$ cat src/rtl/fp_addsub_pipe_if.sv
// ----------------------------------------------------------------------------
// fp_addsub_pipe_if
// Bundle between the FP execution unit and the pipelined single-precision
// adder/subtractor.
//   Operand side  : sa, sb, opcode, ma, mb, ea, eb
//   Debug side    : res, sss, mant (stage 1), out_mant, totalcarry (stage 2)
//   Result side   : sign, exponent, sum2 (stage 3)
// master = operand producer / result consumer, slave = the adder pipeline.
// ----------------------------------------------------------------------------
interface fp_addsub_pipe_if;
    logic        sa;
    logic        sb;
    logic        opcode;
    logic [22:0] ma;
    logic [22:0] mb;
    logic [7:0]  ea;
    logic [7:0]  eb;
    logic [7:0]  res;
    logic [23:0] sss;
    logic [23:0] mant;
    logic [23:0] out_mant;
    logic        totalcarry;
    logic        sign;
    logic [7:0]  exponent;
    logic [31:0] sum2;

    modport master (
        output sa, sb, opcode, ma, mb, ea, eb,
        input  res, sss, mant, out_mant, totalcarry, sign, exponent, sum2
    );

    modport slave (
        input  sa, sb, opcode, ma, mb, ea, eb,
        output res, sss, mant, out_mant, totalcarry, sign, exponent, sum2
    );
endinterface

$ cat src/rtl/fp_addsub_pipe.sv
// ----------------------------------------------------------------------------
// fp_addsub_pipe
// Three-stage IEEE-754 single-precision adder/subtractor (align, add/sub,
// normalize). Truncating, denormals flushed to zero, no NaN handling;
// exponent overflow saturates to infinity, underflow flushes to +0.
// Ports:
//   clk  - rising-edge clock
//   rst  - asynchronous active-high reset, clears every pipeline register
//   bus  - fp_addsub_pipe_if.slave: operand fields in, debug and packed
//          result out (stage 1 after 1 cycle, stage 2 after 2, result after 3)
// ----------------------------------------------------------------------------
module fp_addsub_pipe (
    input  logic              clk,
    input  logic              rst,
    fp_addsub_pipe_if.slave   bus
);

    // Leading-zero count of a 24-bit significand (24 when the value is zero).
    function automatic logic [4:0] lzc24(input logic [23:0] v);
        logic [4:0] n;
        logic       found;
        n     = 5'd0;
        found = 1'b0;
        for (int i = 23; i >= 0; i--) begin
            if (found) begin
                n = n;
            end else if (v[i]) begin
                found = 1'b1;
            end else begin
                n = n + 5'd1;
            end
        end
        return n;
    endfunction

    // ---------------- stage 1 signals ----------------
    logic [23:0] sig_a_s;
    logic [23:0] sig_b_s;
    logic [23:0] small_s;
    logic        eff_sb_s;
    logic        a_big_s;
    logic [7:0]  res_d,  res_q;
    logic [23:0] sss_d,  sss_q;
    logic [23:0] mant_d, mant_q;
    logic [7:0]  exp1_d, exp1_q;
    logic        sign1_d, sign1_q;
    logic        sub1_d, sub1_q;

    // ---------------- stage 2 signals ----------------
    logic [24:0] sum25_s;
    logic [23:0] out_mant_d, out_mant_q;
    logic        totalcarry_d, totalcarry_q;
    logic [7:0]  exp2_d, exp2_q;
    logic        sign2_d, sign2_q;

    // ---------------- stage 3 signals ----------------
    logic [4:0]  lz_s;
    logic [23:0] norm_s;
    logic [8:0]  inc_exp_s;
    logic [7:0]  dec_exp_s;
    logic [22:0] frac_s;
    logic        sign_d, sign_q;
    logic [7:0]  exponent_d, exponent_q;
    logic [31:0] sum2_d, sum2_q;

    // Stage 1: operand prep, magnitude compare and alignment shift.
    always_comb begin
        sig_a_s  = 24'd0;
        sig_b_s  = 24'd0;
        small_s  = 24'd0;
        res_d    = 8'd0;
        sss_d    = 24'd0;
        mant_d   = 24'd0;
        exp1_d   = 8'd0;
        sign1_d  = 1'b0;
        eff_sb_s = bus.sb ^ bus.opcode;
        sub1_d   = bus.sa ^ eff_sb_s;

        // A zero exponent marks a zero operand; its fraction is ignored.
        if (bus.ea != 8'd0) begin
            sig_a_s = {1'b1, bus.ma};
        end else begin
            sig_a_s = 24'd0;
        end
        if (bus.eb != 8'd0) begin
            sig_b_s = {1'b1, bus.mb};
        end else begin
            sig_b_s = 24'd0;
        end

        // Ties (equal exponent and significand) pick A so a subtract never goes negative.
        a_big_s = (bus.ea > bus.eb) || ((bus.ea == bus.eb) && (sig_a_s >= sig_b_s));

        if (a_big_s) begin
            res_d   = bus.ea - bus.eb;
            sss_d   = sig_a_s;
            small_s = sig_b_s;
            exp1_d  = bus.ea;
            sign1_d = bus.sa;
        end else begin
            res_d   = bus.eb - bus.ea;
            sss_d   = sig_b_s;
            small_s = sig_a_s;
            exp1_d  = bus.eb;
            sign1_d = eff_sb_s;
        end

        if (res_d >= 8'd24) begin
            mant_d = 24'd0;
        end else begin
            mant_d = small_s >> res_d;
        end
    end

    // Stage 1 pipeline register.
    always_ff @(posedge clk or posedge rst) begin
        if (rst) begin
            res_q   <= 8'd0;
            sss_q   <= 24'd0;
            mant_q  <= 24'd0;
            exp1_q  <= 8'd0;
            sign1_q <= 1'b0;
            sub1_q  <= 1'b0;
        end else begin
            res_q   <= res_d;
            sss_q   <= sss_d;
            mant_q  <= mant_d;
            exp1_q  <= exp1_d;
            sign1_q <= sign1_d;
            sub1_q  <= sub1_d;
        end
    end

    // Stage 2: significand add or subtract (larger minus smaller).
    always_comb begin
        sum25_s      = {1'b0, sss_q} + {1'b0, mant_q};
        out_mant_d   = 24'd0;
        totalcarry_d = 1'b0;
        exp2_d       = exp1_q;
        sign2_d      = sign1_q;
        if (sub1_q) begin
            out_mant_d   = sss_q - mant_q;
            totalcarry_d = 1'b0;
        end else begin
            out_mant_d   = sum25_s[23:0];
            totalcarry_d = sum25_s[24];
        end
    end

    // Stage 2 pipeline register.
    always_ff @(posedge clk or posedge rst) begin
        if (rst) begin
            out_mant_q   <= 24'd0;
            totalcarry_q <= 1'b0;
            exp2_q       <= 8'd0;
            sign2_q      <= 1'b0;
        end else begin
            out_mant_q   <= out_mant_d;
            totalcarry_q <= totalcarry_d;
            exp2_q       <= exp2_d;
            sign2_q      <= sign2_d;
        end
    end

    // Stage 3: normalize, detect zero/underflow/overflow, pack the result.
    always_comb begin
        lz_s       = lzc24(out_mant_q);
        norm_s     = out_mant_q << lz_s;
        inc_exp_s  = {1'b0, exp2_q} + 9'd1;
        dec_exp_s  = exp2_q - {3'd0, lz_s};
        sign_d     = 1'b0;
        exponent_d = 8'd0;
        frac_s     = 23'd0;

        if (totalcarry_q) begin
            // Carry out: shift right by one (dropping the LSB) and bump the exponent.
            if (inc_exp_s >= 9'd255) begin
                sign_d     = sign2_q;
                exponent_d = 8'd255;
                frac_s     = 23'd0;
            end else begin
                sign_d     = sign2_q;
                exponent_d = inc_exp_s[7:0];
                frac_s     = out_mant_q[23:1];
            end
        end else if (out_mant_q == 24'd0) begin
            sign_d     = 1'b0;
            exponent_d = 8'd0;
            frac_s     = 23'd0;
        end else if ({3'd0, lz_s} >= exp2_q) begin
            // Normalizing would take the exponent to zero or below: flush to +0.
            sign_d     = 1'b0;
            exponent_d = 8'd0;
            frac_s     = 23'd0;
        end else if (dec_exp_s == 8'd255) begin
            // Only reachable with an exponent-255 input and no shift: saturate.
            sign_d     = sign2_q;
            exponent_d = 8'd255;
            frac_s     = 23'd0;
        end else begin
            sign_d     = sign2_q;
            exponent_d = dec_exp_s;
            frac_s     = norm_s[22:0];
        end

        sum2_d = {sign_d, exponent_d, frac_s};
    end

    // Stage 3 (result) register.
    always_ff @(posedge clk or posedge rst) begin
        if (rst) begin
            sign_q     <= 1'b0;
            exponent_q <= 8'd0;
            sum2_q     <= 32'd0;
        end else begin
            sign_q     <= sign_d;
            exponent_q <= exponent_d;
            sum2_q     <= sum2_d;
        end
    end

    assign bus.res        = res_q;
    assign bus.sss        = sss_q;
    assign bus.mant       = mant_q;
    assign bus.out_mant   = out_mant_q;
    assign bus.totalcarry = totalcarry_q;
    assign bus.sign       = sign_q;
    assign bus.exponent   = exponent_q;
    assign bus.sum2       = sum2_q;

endmodule

$ cat src/flat_wrapper.sv
// flat-port wrapper written by rule: the top's interface ports become plain ports
module fp_addsub_pipe_flat 
  (clk, rst, bus_sa, bus_sb, bus_opcode, bus_ma, bus_mb, bus_ea, bus_eb, bus_res, bus_sss, bus_mant, bus_out_mant, bus_totalcarry, bus_sign, bus_exponent, bus_sum2);
  fp_addsub_pipe_if bus_i ();
  input  logic clk;
  input  logic rst;
  input wire logic [$bits(bus_i.sa)-1:0] bus_sa;
  input wire logic [$bits(bus_i.sb)-1:0] bus_sb;
  input wire logic [$bits(bus_i.opcode)-1:0] bus_opcode;
  input wire logic [$bits(bus_i.ma)-1:0] bus_ma;
  input wire logic [$bits(bus_i.mb)-1:0] bus_mb;
  input wire logic [$bits(bus_i.ea)-1:0] bus_ea;
  input wire logic [$bits(bus_i.eb)-1:0] bus_eb;
  output wire logic [$bits(bus_i.res)-1:0] bus_res;
  output wire logic [$bits(bus_i.sss)-1:0] bus_sss;
  output wire logic [$bits(bus_i.mant)-1:0] bus_mant;
  output wire logic [$bits(bus_i.out_mant)-1:0] bus_out_mant;
  output wire logic [$bits(bus_i.totalcarry)-1:0] bus_totalcarry;
  output wire logic [$bits(bus_i.sign)-1:0] bus_sign;
  output wire logic [$bits(bus_i.exponent)-1:0] bus_exponent;
  output wire logic [$bits(bus_i.sum2)-1:0] bus_sum2;
  assign bus_i.sa = bus_sa;
  assign bus_i.sb = bus_sb;
  assign bus_i.opcode = bus_opcode;
  assign bus_i.ma = bus_ma;
  assign bus_i.mb = bus_mb;
  assign bus_i.ea = bus_ea;
  assign bus_i.eb = bus_eb;
  assign bus_res = bus_i.res;
  assign bus_sss = bus_i.sss;
  assign bus_mant = bus_i.mant;
  assign bus_out_mant = bus_i.out_mant;
  assign bus_totalcarry = bus_i.totalcarry;
  assign bus_sign = bus_i.sign;
  assign bus_exponent = bus_i.exponent;
  assign bus_sum2 = bus_i.sum2;
  fp_addsub_pipe u_core (.clk(clk), .rst(rst), .bus(bus_i));
endmodule
$ cat config.mk
export PLATFORM = sky130hd
export DESIGN_NAME = fp_addsub_pipe_flat
export DESIGN_NICKNAME = d
export VERILOG_FILES = /design/src/rtl/fp_addsub_pipe_if.sv /design/src/rtl/fp_addsub_pipe.sv /design/src/flat_wrapper.sv
export SDC_FILE = /design/constraint.sdc
export NUM_CORES = 1
export LEC_CHECK = 0
export BUFFER_PORTS_ARGS = -buffer_cell sky130_fd_sc_hd__buf_4
export CAP_MARGIN = 20
export CORE_UTILIZATION = 50
export CTS_CLUSTER_DIAMETER = 30
export DETAILED_ROUTE_END_ITERATION = 6
export GPL_TIMING_DRIVEN = 0
export PLACE_DENSITY = 0.71
export SLEW_MARGIN = 5
export SYNTH_ARGS = -nofsm -noshare
export SYNTH_HDL_FRONTEND = slang
export SYNTH_SLANG_ARGS = --single-unit
$ cat constraint.sdc
create_clock -name clk -period 32.8 [get_ports clk]
set_input_delay 4.92 -clock clk [delete_from_list [all_inputs] [get_ports clk]]
set_output_delay 4.92 -clock clk [all_outputs]
set_load 0.02 [all_outputs]
==> impl_table.tex <==
\begin{tabular}{lr}
\hline
Metric & Value \\
\hline
\multicolumn{2}{l}{\textbf{Outcome}} \\
Result of the run & finished, final reports clean \\
\multicolumn{2}{l}{\textbf{Floorplanning}} \\
Number of rows in the core area & slightly below 60 \\
Area of the die & approximately 0.027 mm\^{}2 \\
Die span in x & approximately 160 um \\
Die outline height & 164 um \\
Core area & around 0.026 mm\^{}2 \\
I/O pins & around 190 \\
Starting utilization of the core area & between 50\% and 60\% \\
\multicolumn{2}{l}{\textbf{Routing}} \\
Average wire per cell in the routed design & roughly 19 um \\
Total wirelength of the detailed-routed design & between 40000 and 50000 um \\
Iteration-0 DRC Markers & $\sim$950 \\
Number of vias after detailed routing & between 10000 and 15000 \\
Vias per std cell & between 5 and 6 \\
Number of nets still failing antenna checks after routing & 0 \\
DRC violations left & 0 \\
Router iterations before antenna repair & 5 \\
\multicolumn{2}{l}{\textbf{Critical path}} \\
CP max FO & 10 \\
Top cell family by delay on the critical path & adder cells \\
Critical path depth in cells & around 90 \\
Startpoint of the worst-slack reg-to-reg timing path & u\_core.bus.out\_mant[23]\$\_DFF\_PP0\_ \\
CP max stage cell & a2111oi\_0 \\
Top cell by count, worst path & ha\_1 \\
Crit. Startpoint & u\_core.bus.out\_mant[23]\$\_DFF\_PP0\_ \\
Type of element launching the critical path & flop \\
Reg2reg setup slack & $\sim$14 ns \\
Crit Path Category & flop to flop \\
Required time reported for the critical path endpoint & $\sim$33 ns \\
Number of cells on the worst reg-to-reg path & between 90 and 100 \\
Biggest cell delay along the critical path & between 0.5 and 0.6 ns \\
Data arrival at the endpoint of the critical path & 19.00 ns \\
Reg-to-reg critical path endpoint & u\_core.bus.sum2[16]\$\_DFF\_PP0\_ \\
Capture point of the worst path & u\_core.bus.sum2[16]\$\_DFF\_PP0\_ \\
Combined buffer and inverter count along the critical path & 6 \\
Endpoint type of the worst setup path & flop \\
\multicolumn{2}{l}{\textbf{STA}} \\
Number of failing hold endpoints at the final stage & 0 \\
Transition time at the pin with the least slew margin & 1.02 ns \\
Max transition margin & a little under a third \\
Max-slew violations & 0 \\
Upper clock frequency limit & between 0.05 and 0.06 GHz \\
Final worst setup slack & 14.11 ns \\
Post-route clock skew & 0.0148 ns \\
Unrepaired setup endpoints after global routing & no \\
Final count of negative-setup-slack endpoints & 0 \\
Setup Total Neg Slack & 0 ns \\
Period utilization & about 57\% \\
Post-layout minimum cycle time & $\sim$19 ns \\
\multicolumn{2}{l}{\textbf{Power}} \\
Part of the power in registers & 25.2\% \\
Switching pwr & a little over 400 uW \\
Comb pwr share & 53.5\% \\
Sw Share & between 40 and 50\% \\
Peak supply drop & 40.9 uV \\
Total leakage power & $\sim$7.5 nW \\
Internal cell power & 508 uW \\
Power density cells & 58.7 mW/mm\^{}2 \\
Clock network fraction of total power & approximately a fifth \\
\multicolumn{2}{l}{\textbf{Logic synthesis}} \\
Number of instances in the synthesized netlist & approximately 1600 \\
Sequential area share after synthesis & between 20\% and 30\% \\
Net Count, Synth & approximately 1800 \\
Number of warnings printed during yosys synthesis & 0 \\
Number of synthesized register bits & 132 \\
Share of the synthesized area in the top cell type & 25.1\% \\
Largest area contributor in the netlist & dfrtp\_1 \\
Primary FF master, synth & dfrtp\_1 \\
Async set-reset flop share out of synthesis & between 90\% and 100\% \\
Number of enable-type register cells in the synthesized netlist & 0 \\
Mapped cell area & approximately 0.013 mm\^{}2 \\
Per-instance average area after synthesis & 8.14 um\^{}2 \\
Leading cell types by total area after synthesis & dfrtp\_1 (25\%), ha\_1 (11\%), mux2i\_1 (6.8\%) \\
Number of different library cells in the post-synthesis netlist & just over 90 \\
\multicolumn{2}{l}{\textbf{Cells and area}} \\
Net count of the finished layout & between 2000 and 2500 \\
Fraction of final layout cells sized beyond drive strength 1 & between 10\% and 20\% \\
Commonest cells after routing, fill and taps aside & buf\_4 (201), nand2\_1 (174), inv\_1 (134), dfrtp\_1 (132), nor2\_1 (119) \\
Area growth from synthesis to final layout & 18.8\% \\
Most common library cell in the layout ignoring fill and taps & buf\_4 \\
Layout Cell Area excl Fill & 0.0156 mm\^{}2 \\
Number of filler cells placed in the layout & around 2400 \\
Antenna cell count & 0 \\
\multicolumn{2}{l}{\textbf{Global routing}} \\
Vias in the first global route & $\sim$12000 \\
Overall fraction of global-route tracks in use & roughly 30\% \\
Initial antenna violation count & 0 \\
Gr ovfl total & 0 \\
Maximum number of pins on one net before global-route repair & 97 \\
Global-route wire length before repair & around 62000 um \\
\multicolumn{2}{l}{\textbf{Clock tree}} \\
CTS tree & built \\
Clock H-tree levels & 4 \\
Hold buffer count at CTS & 0 \\
Clock-pin slew reported for the worst setup and hold paths after clock tree synthesis & approximately 0.070 ns \\
Buffer levels on the longest clock path & 2 \\
Insertion delay to the later sink of the worst-skew pair & between 0.4 and 0.5 ns \\
Number of buffers created by CTS & 17 \\
Post-cts resize count & 0 \\
Clock tree sinks & 132 \\
Setup repair bufs after CTS & 0 \\
CTS Root Cell & clkbuf\_16 \\
\multicolumn{2}{l}{\textbf{Placement}} \\
Port Buffer Count & roughly 190 \\
Post-placement cell area & around 0.015 mm\^{}2 \\
Last weighted congestion value of the routability-driven placer & 1.04 \\
Post-DP HPWL & 32700 um \\
Worst slack after detailed placement & around 14 ns \\
\multicolumn{2}{l}{\textbf{Hold path}} \\
Hold Path Class & flop to flop \\
\multicolumn{2}{l}{\textbf{Flow run}} \\
Max cap viols & 0 \\
\hline
\end{tabular}
## stage by stage
step / power [mW] / util, % / instances / hold WS (ns)
after global placement: 0.710 / 57.7 / 2142 / 0.332
after global routing: 0.974 / 60.2 / 2175 / 0.352
after CTS: 0.915 / 60.2 / 2175 / 0.345
after detailed placement: 0.717 / 57.9 / 2143 / 0.335
final: 0.918 / 60.2 / 2175 / 0.344
after floorplan: 0.555 / - / 1619 / 0.331
## final cells by class
class | instances | area (um^2) | area share (%)
multi-input cells | 1260 | 8940 | 57.1
repair buffers | 189 | 1440 | 9.20
flip-flops and latches | 132 | 3300 | 21.1
clock inverters | 15 | 184 | 1.18
well taps | 335 | 419 | 2.68
plain buffers | 89 | 413 | 2.64
inverters | 138 | 523 | 3.34
clock buffers | 17 | 425 | 2.72
## worst min-delay path by stage
stage | cells after the start | slack, ns | from | end
2_1_floorplan | 0 | 0.33 | u_core.exp1_q[0]$_DFF_PP0_ | u_core.exp2_q[0]$_DFF_PP0_
3_3_place_gp | 0 | 0.33 | u_core.exp1_q[6]$_DFF_PP0_ | u_core.exp2_q[6]$_DFF_PP0_
3_5_place_dp | 0 | 0.33 | u_core.exp1_q[1]$_DFF_PP0_ | u_core.exp2_q[1]$_DFF_PP0_
4_1_cts | 0 | 0.34 | u_core.exp1_q[2]$_DFF_PP0_ | u_core.exp2_q[2]$_DFF_PP0_
5_1_grt | 0 | 0.35 | u_core.exp1_q[2]$_DFF_PP0_ | u_core.exp2_q[2]$_DFF_PP0_
6_report | 0 | 0.34 | u_core.exp1_q[2]$_DFF_PP0_ | u_core.exp2_q[2]$_DFF_PP0_
## power by group through the flow
stage | registers [mW] | clock network (mW) | logic (mW)
global placement | 0.233 | 0 | 0.476
floorplan | 0.266 | 0 | 0.289
CTS | 0.231 | 0.199 | 0.485
detailed placement | 0.234 | 0 | 0.483
global route | 0.235 | 0.207 | 0.533
finish | 0.232 | 0.195 | 0.491
## cell families after synthesis
kind of cell | Yosys count | share of synthesized area [%]
AND/OR/NAND/NOR | 530 | 19.6
adder cells (fa/ha/maj) | 126 | 12.2
flip-flops | 132 | 25.1
AO/OA/AOI/OAI | 411 | 20.0
multiplexers | 121 | 10.3
buffers and inverters | 227 | 7.07
XOR/XNOR | 72 | 5.83
## state kept, by name (all words and copies together) (netlist names), 7 cells and up
signal and count:
u_core.bus.mant 24, u_core.bus.out_mant 24, u_core.bus.sss 24, u_core.bus.sum2 24
u_core.bus.res 8, u_core.exp1_q 8, u_core.exp2_q 8, u_core.bus.exponent 7
## worst register-to-register path, delay by kind of cell, from the launching register on
| family | cells | cell delay (ns) |
|---|---|---|
| xor+xnor | 2 | 0.80 |
| mux | 8 | 1.64 |
| flops | 1 | 0.43 |
| compound gates | 20 | 4.03 |
| buf+inv | 6 | 1.21 |
| fa+ha+maj | 23 | 6.81 |
| simple gates | 33 | 3.65 |
## Yosys cell counts, drive strengths merged, types with 29 or more instances
master  instances
a21oi         113
buf            34
clkbuf         55
dfrtp         132
ha            115
inv           138
mux2i          90
nand2         175
nand2b         29
nand3          38
nor2          120
nor2b          33
nor3           40
o21ai         112
xnor2          43
## per-layer routing
layer  up-vias  share of wire, %  global-route usage, %
met2       481                49                   52.1
met5         -                 0                      0
li1       6122                 -                      -
met3        96               5.5                   4.09
met1      6066                41                   35.8
met4         0               4.0                   13.1
No activity file was read; power rests on OpenSTA's default activity.
